<file path="config.mk">
export PLATFORM = sky130hd
export DESIGN_NAME = pipe_result_receiver
export DESIGN_NICKNAME = d
export VERILOG_FILES = /design/src/rtl/pipe_result_receiver.sv
export SDC_FILE = /design/constraint.sdc
export NUM_CORES = 1
export LEC_CHECK = 0
export CORE_UTILIZATION = 53
export CTS_BUF_LIST = sky130_fd_sc_hd__clkbuf_8 sky130_fd_sc_hd__clkbuf_16
export DETAILED_ROUTE_END_ITERATION = 12
export GPL_TIMING_DRIVEN = 0
export PLACE_DENSITY = 0.83
export SKIP_LAST_GASP = 1
export SYNTH_ARGS = -nofsm -noshare
export SYNTH_HDL_FRONTEND = slang
export SYNTH_SLANG_ARGS = --single-unit
</file>
<file path="constraint.sdc">
create_clock -name clk -period 3.35 [get_ports clk]
set_input_delay 0.67 -clock clk [delete_from_list [all_inputs] [get_ports clk]]
set_output_delay 0.67 -clock clk [all_outputs]
set_load 0.01 [all_outputs]
</file>
<file path="src/rtl/pipe_result_receiver.sv">
// -----------------------------------------------------------------------------
// pipe_result_receiver
//
// Collects results from a fixed-latency producing pipeline into a small FIFO
// and hands out issue credits so the pipeline is never asked for more results
// than the FIFO can absorb.
//
// Every issue is tracked by an LAT-bit shift register. When the oldest bit is
// set, the matching result is on res_i and is captured into the FIFO tail.
// A credit is granted when buffered results plus results still in flight leave
// room in the FIFO. A pop in the same cycle is not counted as extra room.
// err_o is a sticky flag. It is set when an issue arrives without a credit,
// or when a result reaches a full FIFO that is not popping in the same cycle.
// In the second case the result is dropped. Only reset clears err_o.
//
// Optional feature: define RESULT_COUNT_EN to enable the 16-bit popped-result
// counter on total_o. Without it total_o is tied to zero.
//
// Ports
//   clk       in   single clock, rising-edge active
//   rst       in   asynchronous active-low reset
//   issue_i   in   upstream issued an operand pair this cycle
//   credit_o  out  issue permitted this cycle
//   res_i     in   pipeline result bus (DWIDTH)
//   data_o    out  FIFO head result, 0 when empty (DWIDTH)
//   valid_o   out  data_o holds a result
//   ready_i   in   downstream accepts data_o
//   count_o   out  FIFO occupancy ($clog2(DEPTH+1))
//   err_o     out  sticky protocol error
//   total_o   out  popped-result counter (16)
// -----------------------------------------------------------------------------
module pipe_result_receiver #(
  parameter int DWIDTH = 8,
  parameter int DEPTH  = 4,   // power of two, >= 2
  parameter int LAT    = 2    // >= 1
) (
  input  logic                       clk,
  input  logic                       rst,
  input  logic                       issue_i,
  output logic                       credit_o,
  input  logic [DWIDTH-1:0]          res_i,
  output logic [DWIDTH-1:0]          data_o,
  output logic                       valid_o,
  input  logic                       ready_i,
  output logic [$clog2(DEPTH+1)-1:0] count_o,
  output logic                       err_o,
  output logic [15:0]                total_o
);

  localparam int CW = $clog2(DEPTH+1);
  localparam int AW = $clog2(DEPTH);

  logic [LAT-1:0]    sr_q, sr_d;
  logic [AW-1:0]     wptr_q, wptr_d;
  logic [AW-1:0]     rptr_q, rptr_d;
  logic [CW-1:0]     count_q, count_d;
  logic              err_q, err_d;
  logic [DWIDTH-1:0] mem [DEPTH];

  logic capture, pop, push, full, drop;

  assign capture = sr_q[LAT-1];
  assign full    = (count_q == CW'(DEPTH));
  assign valid_o = (count_q != '0);
  assign pop     = valid_o & ready_i;
  assign push    = capture & (~full | pop);
  assign drop    = capture & full & ~pop;

  // A pop in this cycle is not counted as extra room. The credit depends only
  // on registered state, so upstream does not see a path from ready_i.
  assign credit_o = (int'(count_q) + $countones(sr_q)) < DEPTH;

  assign data_o  = valid_o ? mem[rptr_q] : '0;
  assign count_o = count_q;
  assign err_o   = err_q;

  // NOTE: next-state logic lives in always_comb with a default assignment for
  // every output first. This keeps the block purely combinational, so no latch
  // is inferred on any path that skips an assignment.
  always_comb begin
    sr_d    = (sr_q << 1) | LAT'(issue_i);
    wptr_d  = wptr_q;
    rptr_d  = rptr_q;
    count_d = count_q;
    err_d   = err_q | (issue_i & ~credit_o) | drop;

    // Pointers are AW bits wide with DEPTH a power of two, so they wrap
    // naturally modulo DEPTH.
    if (push) wptr_d = wptr_q + AW'(1);
    if (pop)  rptr_d = rptr_q + AW'(1);

    unique case ({push, pop})
      2'b10:   count_d = count_q + CW'(1);
      2'b01:   count_d = count_q - CW'(1);
      default: count_d = count_q;
    endcase
  end

  // NOTE: sequential state is written with non-blocking assignments only, so
  // every register samples the pre-edge values regardless of statement order.
  always_ff @(posedge clk or negedge rst) begin
    if (!rst) begin
      sr_q    <= '0;
      wptr_q  <= '0;
      rptr_q  <= '0;
      count_q <= '0;
      err_q   <= 1'b0;
    end else begin
      sr_q    <= sr_d;
      wptr_q  <= wptr_d;
      rptr_q  <= rptr_d;
      count_q <= count_d;
      err_q   <= err_d;
    end
  end

  // NOTE: the storage array has no reset. Entries are only visible through
  // count_q, and data_o is forced to 0 when the FIFO is empty, so stale
  // contents can never leak out. This also lets the array map to plain RAM.
  always_ff @(posedge clk) begin
    if (push) mem[wptr_q] <= res_i;
  end

`ifdef RESULT_COUNT_EN
  logic [15:0] total_q;

  always_ff @(posedge clk or negedge rst) begin
    if (!rst)     total_q <= '0;
    else if (pop) total_q <= total_q + 16'd1;   // wraps 0xFFFF -> 0x0000
  end

  assign total_o = total_q;
`else
  assign total_o = '0;
`endif

endmodule

</file>
# After elaboration in Yosys (flattened, before gate mapping)
# Memory sizes are Yosys's and may differ from the RTL's.
# Cells that the tools add are included.
classes:
  n_lt_le_gt_ge: 1
  n_bitwise: 12
  addsub: 6
  reduce_logical: 2
  muxes: 4
  eq_ne: 3
ops:
  columns: ["cell", "count"]
  rows:
  - ["$mux 8", 1]
  - ["$pmux 3 s2", 1]
  - ["$and 1x1->1", 5]
  - ["$add 2x1->2 const B", 2]
  - ["$add 3x2->4", 1]
  - ["$lt 4x3->1 const B", 1]
  - ["$add 3x1->3 const B", 1]
  - ["$eq 3x3->1 const B", 1]
  - ["$not 1->1", 3]
  - ["$or 1x1->1", 3]
  - ["$reduce_bool 3->1", 1]
  - ["$sub 3x1->3 const B", 1]
  - ["$add 1x1->2", 1]
  - ["$eq 2x1->1 const B", 1]
  - ["$eq 2x2->1 const B", 1]
  - ["$mux 1", 2]
  - ["$or 2x1->2", 1]
  - ["$reduce_bool 2->1", 1]
word_totals:
  out_inout_bits: 30
  register_bits: 10
  wordCells: 34
  in_bits: 12
  ramBits: 32
  memories: 1
mem_list:
  columns: ["name", "depth", "word_bits", "read_ports", "rd_ports_with_merged_regs", "wr", "line", "rtl"]
  rows:
  - ["mem", 4, 8, 1, 0, 1, "58", "logic [DWIDTH-1:0] mem [DEPTH];"]

# Longest topological paths before layout
# Gate-level depths: netlist of the first run.
depth:
  depth_word: 7
  depth_mapped: 9
  ltp_nobuf: 9

# Least setup slack after synthesis of the first run
# OpenSTA, ideal clock, no wires.
synth_path:
  path_type: "input -> register"
  startpoint: "input ready_i"
  endpoint: "register count_q[2] (netlist: count_o[2])"
  stages: 9
  slack_ns: 1.249
  setup_ns: 0.079
  path_buffers: 0
  arrival_time_ns: 2.022
  cell_sequence: "nor4b_4 -> nor2b_2 -> inv_1 -> ha_1 -> inv_1 -> fa_1 -> xor2_1 -> nor2_1 -> xor2_1"
synth_via:
  elab_chain_cells: 5
  word_cells_on_any_way: 7
  cone_classes: "eq/ne: 2; mux: 1; bitwise: 3; reduce/logical: 1"
synth_rtl:
  columns: ["element", "line", "rtl"]
  rows:
  - ["start, declared", "44", "input logic ready_i,"]
  - ["$and 1x1->1 (*)", "65", "assign pop = valid_o & ready_i;"]
  - ["$or 1x1->1", "66", "assign push = capture & (~full | pop);"]
  - ["$and 1x1->1", "66", null]
  - ["$eq 2x1->1 or $eq 2x2->1 (tied branches)", "92", "unique case ({push, pop})"]
  - ["$pmux 3 s2 or $reduce_bool 2->1 (tied branches)", null, null]
  - ["end signal, assigned", "112", "count_q <= count_d;"]
  - ["end, declared", "56", "logic [CW-1:0] count_q, count_d;"]
# Every way passes the cells marked *; elsewhere a longest branch is shown, timed or not.
# A chain may end at the register's enable or synchronous reset.

# Worst setup path in the final report of the first run
layout_path:
  startpoint: "register count_q[0] (netlist: count_o[0])"
  endpoint: "output credit_o"
layout_via:
  elab_chain_cells: 2
layout_rtl:
  columns: ["element", "line", "rtl"]
  rows:
  - ["$add 3x2->4", "71", "assign credit_o = (int'(count_q) + $countones(sr_q)) < DEPTH;"]
  - ["$lt 4x3->1", "71", null]
  - ["end, declared", "40", "output logic credit_o,"]
# No other way between the ends.

==> impl_results.md, run 1 <==
- DR pass1 iterations: 4
- Setup violations, final: 0
- CTS tree: built
- Final min period: between 2 and 3 ns
- Leakage power: between 0.9 and 1 nW
- Clock Skew: ~0.0062 ns
- Fill count: 229
- Non-filler instance count after layout: roughly 210
- CP cell instances: ha_1 -> a21o_1 -> a21oi_1 -> clkdlybuf4s50_1
- Synth Area in Simple Gates: roughly 7.4%
- Num CTS Buffers: 5
- Max stage delay on crit path: between 0.5 and 0.6 ns
- Yosys warning count: 0
- First-pass GRT wire length: between 4000 and 5000 um
- Crit-path max FO: 6
- Worst vdd ir: between 0.4 and 0.5 mV
- Maximum clock rate: 374 MHz
- Initial core utilization: 56.2%
- Leading cell types in the layout, fill and taps excluded: edfxtp_1, clkdlybuf4s50_1, buf_4, conb_1, and2_1
- Initial antenna violation count: 0
- Die area: between 3000 and 4000 sq um
- Number of DRC markers after the initial detailed-route iteration: about 40
- DRT antenna net count: 0
- P per Cell Area: ~800 nW/um^2
- Post-route setup slack: approximately 0.68 ns
- Top Family by Delay on Critical Path: buffers and inverters
- Worst Hold Class: reg2reg
- Diode count: 0
- Detailed Route WL: 2980 um
- Avg Cell Area, Syn: between 15 and 20 sq um
- Largest net degree at the start of global routing: 13
- Outcome: finished, final reports clean
- #FFs+latches synth: between 40 and 50
- Max Slew Vio Count: 0
- Placed Cells: 200
- Total negative slack: 0 ns
- Library cells used by synthesis: 24
- CTS root buf: clkbuf_8
- Unrepaired setup endpoints after global routing: no
- Post-Synth Adder-Cell Area: under 10%
- Clock Latency Late Sink: 0.28 ns
- Core ar.: about 3400 sq um
- Clock-pin slew on the worst setup and hold paths: about 0.07 ns
- Final nets: 180
- Mapped Cells: ~110
- Final number of hold-violating endpoints: 0
- Average wire per standard cell: 14.3 um
- XOR/XNOR Fraction of Synth Area: roughly 2.8%
- Req. time, crit path: around 2.7 ns
- I/O pin cnt: between 40 and 50
- Grt total ovfl: 0
- Die Wd: 62.0 um
- Largest family of logic cells by synthesized area: multiplexers
- Post-synthesis mux area share: a little over a tenth
- Synthesized area: between 1500 and 2000 sq um
- Fin crit share: about four fifths
- Hold-fix buffers at CTS: 0
- Area delta synth->final: 23.9%
- Max_cap viols: 0
- Critical Path AT: ~2 ns
- Port buffer count: 25
- GP Congestion: 0.735
- Vias: 978
- Most common cell after layout, fill and taps aside: edfxtp_1
- Crit path kind: reg2out
- CTS H-Tree Depth: 2
- Dpl hpwl: between 2000 and 2500 um
- Number of global-route vias before repair: around 990
- CP endpoint kind: output port
- Crit-path slowest cell: clkdlybuf4s50_1
- DR vias/cell: 4.70
- GR Util All Layers: 18.0%
- CP bufs+invs: 1
- CTS Sinks: 42
- DRC violations left: 0
- Post-synthesis sequential area ratio: between 60% and 70%
- Max clock buf depth: 2
- Post-synthesis compound-gate area fraction: about 1.2%
- Resized cells post-CTS: 0
- Layout cell share with drive strength beyond 1: between 20 and 25%
- Startpoint Class: flip-flop
- FP Rows: 21
- DIE HEIGHT: 62.0 um
- Dpl ws: 0.491 ns
- Post-CTS setup buffers: 0
==> metrics by stage <==
| stage | hold slack [ns] | util, % | power (mW) | instance area [sq um] |
|---|---|---|---|---|
| final | 0.390 | 69.7 | 1.89 | 2360 |
| after global routing | 0.414 | 69.7 | 2.02 | 2360 |
| after CTS | 0.392 | 69.7 | 1.92 | 2360 |
| after detailed placement | 0.374 | 67.0 | 1.60 | 2270 |
| after global placement | 0.366 | 67.0 | 1.56 | 2270 |
| after floorplan | 0.357 | - | 1.27 | 1960 |
==> cells in the mapped netlist <==
| cell | count | share of area (%) |
|---|---|---|
| edfxtp_1 | 32 | 50 |
| dfrtp_1 | 10 | 13 |
| mux2i_1 | 1 | 0.53 |
| and2_1 | 12 | 3.9 |
| conb_1 | 1 | 0.20 |
| ha_1 | 6 | 3.9 |
| buf_4 | 16 | 6.3 |
| xnor2_1 | 3 | 1.4 |
| or3_4 | 1 | 0.59 |
| a21oi_1 | 2 | 0.53 |
| fa_1 | 1 | 1.1 |
| nor2_1 | 1 | 0.20 |
| mux2_4 | 1 | 0.79 |
| inv_1 | 7 | 1.4 |
| xor2_1 | 3 | 1.4 |
| nor4b_4 | 1 | 1.2 |
| buf_6 | 2 | 1.2 |
| a21o_1 | 1 | 0.39 |
| mux4_2 | 8 | 9.5 |
| nor2b_2 | 1 | 0.46 |
| clkbuf_2 | 1 | 0.26 |
| and2_4 | 1 | 0.46 |
| o21ai_0 | 1 | 0.26 |
| nand3_2 | 1 | 0.53 |
==> final timing paths <==
path / slack, ns / endpoint / from / depth (start not counted)
max in group asynchronous: 2.34 / wptr_q[0]$_DFFE_PN0P_ / rst / 1
worst min-delay path: 0.39 / sr_q[1]$_DFF_PN0_ / sr_q[0]$_DFF_PN0_ / 0
worst max-delay path: 0.68 / credit_o / count_o[0]$_DFFE_PN0P_ / 4
worst min register to register: 0.39 / sr_q[1]$_DFF_PN0_ / sr_q[0]$_DFF_PN0_ / 0
worst max register to register: 1.22 / count_o[2]$_DFFE_PN0P_ / count_o[1]$_DFFE_PN0P_ / 9
min in group asynchronous: 0.70 / rptr_q[1]$_DFFE_PN0P_ / rst / 1
==> power by group <==
group | internal [mW] | switching [mW] | total [mW]
Combinational | 0.467 | 0.341 | 0.808
Clock | 0.163 | 0.154 | 0.317
Sequential | 0.694 | 0.0675 | 0.761
==> sequential cells by signal, indices dropped and copies added, names as in the netlist <==
| register | count |
|---|---|
| count_o | 3 |
| err_o | 1 |
| mem | 32 |
| rptr_q | 2 |
| sr_q | 2 |
| wptr_q | 2 |
==> worst reg2reg max path, stage by stage (launching register included) <==
cell,delay [ns]
dfrtp_1,0.45
nor4b_4,0.34
nor2b_2,0.13
inv_1,0.07
ha_1,0.18
inv_1,0.07
fa_1,0.38
xor2_1,0.15
nor2_1,0.12
xor2_1,0.16
==> final cells by class <==
| type | count | area, sq um | share of cell area [%] |
|---|---|---|---|
| Timing Repair Buffer | 25 | 250 | 10.6 |
| Sequential cell | 42 | 1210 | 51.3 |
| Buffer | 19 | 148 | 6.25 |
| Multi-Input combinational cell | 61 | 577 | 24.4 |
| Clock buffer | 6 | 82.6 | 3.50 |
| Clock inverter | 2 | 8.76 | 0.371 |
| Tap cell | 46 | 57.6 | 2.44 |
| Inverter | 7 | 26.3 | 1.11 |
==> layer usage <==
layer	track usage [%]	vias up	wire length [um]
met5	0	-	0
met4	5.71	0	34
met3	6.42	4	117
met2	31.0	26	1660
met1	21.1	482	1170
li1	-	466	-
==> logic make-up (layout without fill, tap and decap cells) <==
group           Yosys count  after routing
compound gates            4              4
fa+ha+maj                 7              7
xor+xnor                  6              6
other cells               1             16
buf+inv                  26             59
mux                      10             10
simple gates             18             18
flops                    42             42
No activity file was read; power rests on OpenSTA's default activity.
==> run 2: changes to the inputs <==
Settings changed: CORE_UTILIZATION 53 to 45, PLACE_DENSITY 0.83 to 0.75.
Clock period 3.35 ns to 2.45 ns, I/O delays scaled along.
==> run 2 against run 1 <==
Compared with the run above:
- die area up 17%
- global-route usage shrank 2.9 points
- sequential power up 38%
- combinational power grew 45%
- final cell count increased by 5.3%
- non-clock buffer count up 7
- utilization is 9.3 points lower
- design area grew 3.1%
- largest cell class unchanged
==> impl_results.md, run 2 (synthesis gave the netlist of run 1 again) <==
- Outcome: finished, final reports clean
- Max_cap viols: 0 (unchanged)
- Dpl hpwl: 2140 um (-3.5%)
- Leakage power: 1.05 nW (+10%)
- Core ar.: 4030 sq um (+19%)
- Combinational share of power: 44.4% (+1.6 points)
- Largest net degree at the start of global routing: 14 (+1)
- Clock-pin slew on the worst setup and hold paths: 0.07 ns (about the same)
- Power Internal: 1.83 mW (+38%)
- GR Util All Layers: 15.1% (-2.9 points)
- Final core occ: 60.4% (-9.3 points)
- Worst vdd ir: 0.554 mV (+34%)
- Placed Cells: 204 (+2.0%)
- Hold Crit Depth: 0 (unchanged)
- Initial antenna violation count: 0 (unchanged)
- Max Slew Vio Count: 0 (unchanged)
- Worst Hold Class: reg2reg
- Detailed Route WL: 2990 um (+0.17%)
- Clk pwr share: 15.8% (-1.0 points)
- Non-filler instance count after layout: 219 (+5.3%)
- Critical Path AT: 1.91 ns (-0.09 ns)
- Clock Skew: 0.00560 ns (-0.000633 ns)
- CTS Sinks: 42 (unchanged)
- Max stage delay on crit path: 0.47 ns (-0.10 ns)
- Sw Pwr: 0.807 mW (+43%)
- DR pass1 iterations: 4 (unchanged)
- R2R Setup Slk: 0.32 ns (-0.90 ns)
- DRT antenna net count: 0 (unchanged)
- Num CTS Buffers: 5 (unchanged)
- Fin crit share: 98.1%
- Startpoint Class: flip-flop
- Crit-path max FO: 10 (+4)
- Req. time, crit path: 1.96 ns (-0.72 ns)
- Die Wd: 67.1 um (+8.3%)
- CP endpoint kind: output port
- FP Rows: 23 (+9.5%)
- First-pass GRT wire length: 4740 um (+3.0%)
- CTS tree: built
- Biggest register: mem
- Clock Latency Late Sink: 0.29 ns (about the same)
- P per Cell Area: 1080 nW/um^2 (+35%)
- I/O pin cnt: 42 (unchanged)
- Number of cells on the worst reg-to-reg path: 9 (unchanged)
- CTS root buf: clkbuf_8
- Max FFs per register: 32 (unchanged)
- Diode count: 0 (unchanged)
- Sw Share: 30.7% (+0.81 points)
- DIE HEIGHT: 67.1 um (+8.3%)
- DRC violations left: 0 (unchanged)
- Post-route setup slack: 0.0454 ns (-0.631 ns)
- Dpl ws: -0.185 ns (-0.675 ns)
- Crit path kind: reg2out
- Area delta synth->final: 27.7%
- Max clock buf depth: 2 (unchanged)
- CP cell instances: or3_4 -> buf_6 -> and2_1 -> clkdlybuf4s50_1
- Worst path depth: 4 (unchanged)
- Most common cell after layout, fill and taps aside: edfxtp_1
- Die area: 4500 sq um (+17%)
- Final number of hold-violating endpoints: 0 (unchanged)
- Port buffer count: 25 (unchanged)
- Grt total ovfl: 0 (unchanged)
- Number of DRC markers after the initial detailed-route iteration: 28 (-32%)
- Maximum clock rate: between 400 and 500 MHz
- Average wire per standard cell: 13.6 um (-4.9%)
- Final min period: around 2.4 ns
- Leading cell types in the layout, fill and taps excluded: edfxtp_1, buf_4, conb_1, clkdlybuf4s50_1, and2_1
- Sequential power share: 39.9% (-0.4 points)
- Vias: 1005 (+2.8%)
- GP Congestion: 0.713 (-3.0%)
- DR vias/cell: 4.59 (-2.4%)
- Layout cell share with drive strength beyond 1: 29.0% (+4.3 points)
- CP bufs+invs: 2 (+1)
- Crit-path slowest cell: clkdlybuf4s50_1
- Setup violations, final: 0 (unchanged)
- Hold-fix buffers at CTS: 0 (unchanged)
- Number of global-route vias before repair: 1023 (+3.6%)
- Top Family by Delay on Critical Path: buffers and inverters
- Final nets: 187 (+3.9%)
- CTS H-Tree Depth: 2 (unchanged)
- Initial core utilization: 47.3% (-8.9 points)
## run 2: power by group through the flow
stage	Combinational [mW]	Sequential (mW)	Clock, mW
3_5_place_dp	1.13	1.06	0
6_report	1.17	1.05	0.415
4_1_cts	1.14	1.05	0.425
3_3_place_gp	1.09	1.05	0
2_1_floorplan	0.686	1.04	0
5_1_grt	1.28	1.07	0.454
## run 2: worst reg2reg max path, cell delays in order (launching register included)
cell	delay (ns)
dfrtp_2	0.46
nor4b_4	0.32
nor2b_2	0.12
inv_1	0.08
ha_1	0.18
inv_1	0.06
fa_1	0.38
xor2_1	0.16
nor2_1	0.14
xor2_1	0.15
## run 2: metrics by stage
stage / hold WS, ns / area, sq um / TNS [ns] / total power [mW]
floorplan: 0.194 / 1960 / 0 / 1.73
global placement: 0.364 / 2270 / -0.0860 / 2.14
detailed placement: 0.376 / 2270 / -0.185 / 2.19
CTS: 0.394 / 2370 / -0.00997 / 2.61
global route: 0.413 / 2430 / -0.00715 / 2.81
finish: 0.394 / 2430 / 0 / 2.63
## run 2: layer usage
layer  vias up  track usage (%)  wire length [um]
met1       489             17.0              1210
met5         -                0                 0
li1        477                -                 -
met3         2             4.45               176
met2        37             26.9              1590
met4         0             4.79                19
## run 2: worst paths after layout
kind | startpoint | end
max in group asynchronous | rst | count_o[0]$_DFFE_PN0P_
min in group asynchronous | rst | err_o$_DFF_PN0_
setup reg to reg | count_o[1]$_DFFE_PN0P_ | count_o[2]$_DFFE_PN0P_
setup / recovery | count_o[1]$_DFFE_PN0P_ | data_o[3]
hold reg to reg | sr_q[0]$_DFF_PN0_ | sr_q[1]$_DFF_PN0_
hold / removal | sr_q[0]$_DFF_PN0_ | sr_q[1]$_DFF_PN0_
## run 2: repair_timing
item,CTS,global route
hold endpoints to repair,0,0
resized for setup,4,8
buffers inserted,1,6
setup endpoints to repair,9,8
## run 2: cell type report
class	instances	area (sq um)
plain buffers	19	151
clock buffers	5	68.8
well taps	50	62.6
multi-input cells	61	577
fillers	314	1600
inverters	7	26.3
clock inverters	3	16.3
repair buffers	32	318
flip-flops and latches	42	1210
==> run 3: changes to the inputs <==
Settings changed: GPL_TIMING_DRIVEN 0 to unset, PLACE_DENSITY 0.75 to 0.81.
==> run 3 against run 2 <==
Compared with the run above:
- sequential share of layout area rose by 2.7 points
- critical path depth up 1
- worst setup slack improved by 0.078 ns
- hold slack worse by 0.00058 ns
- largest cell class unchanged
- highest routed layer unchanged
==> impl_results.md, run 3 (synthesis gave the netlist of run 1 again) <==
- Combinational share of power: 40.7% (-3.7 points)
- Critical Path Start: rptr_q[0]$_DFFE_PN0P_
- Sw Pwr: 0.795 mW (-1.5%)
- CTS root buf: clkbuf_8
- WHS Endpoint: sr_q[1]$_DFF_PN0_
- Number of DRC markers after the initial detailed-route iteration: 35 (+25%)
- Maximum clock rate: 430 MHz (+3.4%)
- Unrepaired setup endpoints after global routing: no
- CTS tree: built
- Num CTS Buffers: 5 (unchanged)
- Placed Cells: 189 (-7.4%)
- Max Slew Vio Count: 0 (unchanged)
- Met2 WL: 1610 um (+1.3%)
- I/O pin cnt: 42 (unchanged)
- DRC violations left: 0 (unchanged)
- Power Internal: 1.82 mW (-0.11%)
- CTS Sinks: 42 (unchanged)
- Max FFs per register: 32 (unchanged)
- Average wire per standard cell: 14.7 um (+7.4%)
- FP Rows: 23 (unchanged)
- Leakage power: 0.952 nW (-9.5%)
- Req. time, crit path: 1.96 ns (about the same)
- Max clock buf depth: 2 (unchanged)
- Placed inst area: 2160 sq um (-5.2%)
- Dpl ws: -0.0327 ns (+0.152 ns)
- Sequential power share: 41.2% (+1.3 points)
- Diode count: 0 (unchanged)
- Post-route setup slack: 0.124 ns (+0.0783 ns)
- RR Startpoint: count_o[1]$_DFFE_PN0P_
- Initial core utilization: 47.3% (unchanged)
- Number of cells on the worst reg-to-reg path: 8 (-1)
- CP endpoint kind: output port
- Final number of hold-violating endpoints: 0 (unchanged)
- Outcome: finished, final reports clean
- Worst Min Path Start: sr_q[0]$_DFF_PN0_
- Largest net degree at the start of global routing: 13 (-1)
- Most common cell after layout, fill and taps aside: edfxtp_1
- Clk pwr share: 18.1% (+2.3 points)
- DR vias/cell: 4.81 (+4.7%)
- Number of global-route vias before repair: 936 (-8.5%)
- Startpoint Class: flip-flop
- Biggest register: mem
- Dpl hpwl: 2080 um (-3.1%)
- Hold-fix buffers at CTS: 0 (unchanged)
- Crit-path slowest cell: mux4_2
- GR Util All Layers: 14.8% (-0.26 points)
- Port buffer count: 25 (unchanged)
- Final min period: 2.33 ns (-0.0783 ns)
- DIE HEIGHT: 67.1 um (unchanged)
- Crit-path max FO: 6 (-4)
- Die area: 4500 sq um (unchanged)
- Setup violations, final: 0 (unchanged)
- Layout cell share with drive strength beyond 1: 21.1% (-7.9 points)
- CP bufs+invs: 3 (+1)
- Worst vdd ir: 0.466 mV (-16%)
- Final nets: 170 (-9.1%)
- Crit path kind: reg2out
- Max_cap viols: 0 (unchanged)
- Cell area after layout: 2310 sq um (-5.1%)
- Fin crit share: 94.9% (-3.2 points)
- Initial antenna violation count: 0 (unchanged)
- DRT antenna net count: 0 (unchanged)
- Max stage delay on crit path: 0.48 ns (about the same)
- Die Wd: 67.1 um (unchanged)
- Fill count: 317 (+0.96%)
- Area delta synth->final: 21.1%
- Vias: 971 (-3.4%)
- GP Congestion: 0.739 (+3.7%)
- Top layer reached by signal wires: met4
- Worst Hold Class: reg2reg
- Core ar.: 4030 sq um (unchanged)
- CTS H-Tree Depth: 2 (unchanged)
- Post-Route M1 WL: 1160 um (-3.7%)
- Detailed Route WL: 2960 um (-0.90%)
- Clock Skew: 0.00592 ns (+0.000324 ns)
- Clock Latency Late Sink: 0.29 ns (about the same)
- Top Family by Delay on Critical Path: buffers and inverters
- First-pass GRT wire length: 4500 um (-5.1%)
- Leading cell types in the layout, fill and taps excluded: edfxtp_1, conb_1, clkdlybuf4s50_1
- R2R Setup Slk: 0.38 ns (+0.06 ns)
- Critical Path AT: 1.84 ns (-0.07 ns)
- P per Cell Area: 1130 nW/um^2 (+4.9%)
- R2r endpoint: count_o[2]$_DFFE_PN0P_
- Clock-pin slew on the worst setup and hold paths: 0.08 ns (about the same)
- Non-filler instance count after layout: 202 (-7.8%)
- Grt total ovfl: 0 (unchanged)
- Tot Pwr: 2.62 mW (-0.52%)
- Sw Share: 30.4% (-0.29 points)
- Routed wire length on met3: 122 um (-31%)
- Hold Crit Depth: 0 (unchanged)
- CP cell instances: buf_6 -> buf_4 -> mux4_2 -> and2_1 -> dlygate4sd2_1
- DR pass1 iterations: 4 (unchanged)
-- run 3: worst max-delay path by stage --
stage | endpoint | cells after the start
3_5_place_dp | count_o[2]$_DFFE_PN0P_ | 10
6_report | data_o[6] | 5
4_1_cts | data_o[2] | 4
5_1_grt | data_o[6] | 5
3_3_place_gp | count_o[2]$_DFFE_PN0P_ | 10
2_1_floorplan | count_o[2]$_DFFE_PN0P_ | 9
-- run 3: worst reg2reg max path, stage by stage (launching register included) --
cell and delay [ns]:
dfrtp_1 0.46, or3_4 0.49, and2_4 0.19, ha_1 0.21
inv_1 0.08, fa_1 0.18, xor2_1 0.15, nor2_1 0.06
xor2_1 0.13
-- run 3: area by class of cell --
class,count,area [sq um],share of cell area [%]
Clock buffer,7,96.3,4.17
Clock inverter,1,3.75,0.163
Inverter,7,26.3,1.14
Multi-Input combinational cell,61,577,25.0
Sequential cell,42,1210,52.6
Tap cell,50,62.6,2.71
Timing Repair Buffer,34,329,14.3
-- run 3: power by group through the flow --
| stage | combinational [mW] | clock [mW] | sequential, mW |
|---|---|---|---|
| 3_3_place_gp | 1.03 | 0 | 1.07 |
| 5_1_grt | 1.17 | 0.512 | 1.10 |
| 2_1_floorplan | 0.686 | 0 | 1.04 |
| 3_5_place_dp | 1.07 | 0 | 1.09 |
| 4_1_cts | 1.04 | 0.486 | 1.08 |
| 6_report | 1.07 | 0.474 | 1.08 |
-- run 3: repair_timing --
action,in CTS,in global routing
endpoints found under the hold margin,0,0
buffers inserted,0,5
gates resized for setup,6,6
setup endpoints to repair,5,5
-- run 3: metal layers --
metal  global-route usage (%)  vias up
met4                     9.57        0
met5                        0        -
met2                     24.4       27
met1                     17.0      491
li1                         -      444
met3                     3.60        9
-- run 3: stage by stage --
stage               utilization, %  hold WS [ns]  setup TNS [ns]
global route                  57.3         0.399               0
global placement              53.5         0.364               0
floorplan                        -         0.194               0
detailed placement            53.5         0.379         -0.0327
CTS                           56.0         0.395        -0.00915
finish                        57.3         0.393               0
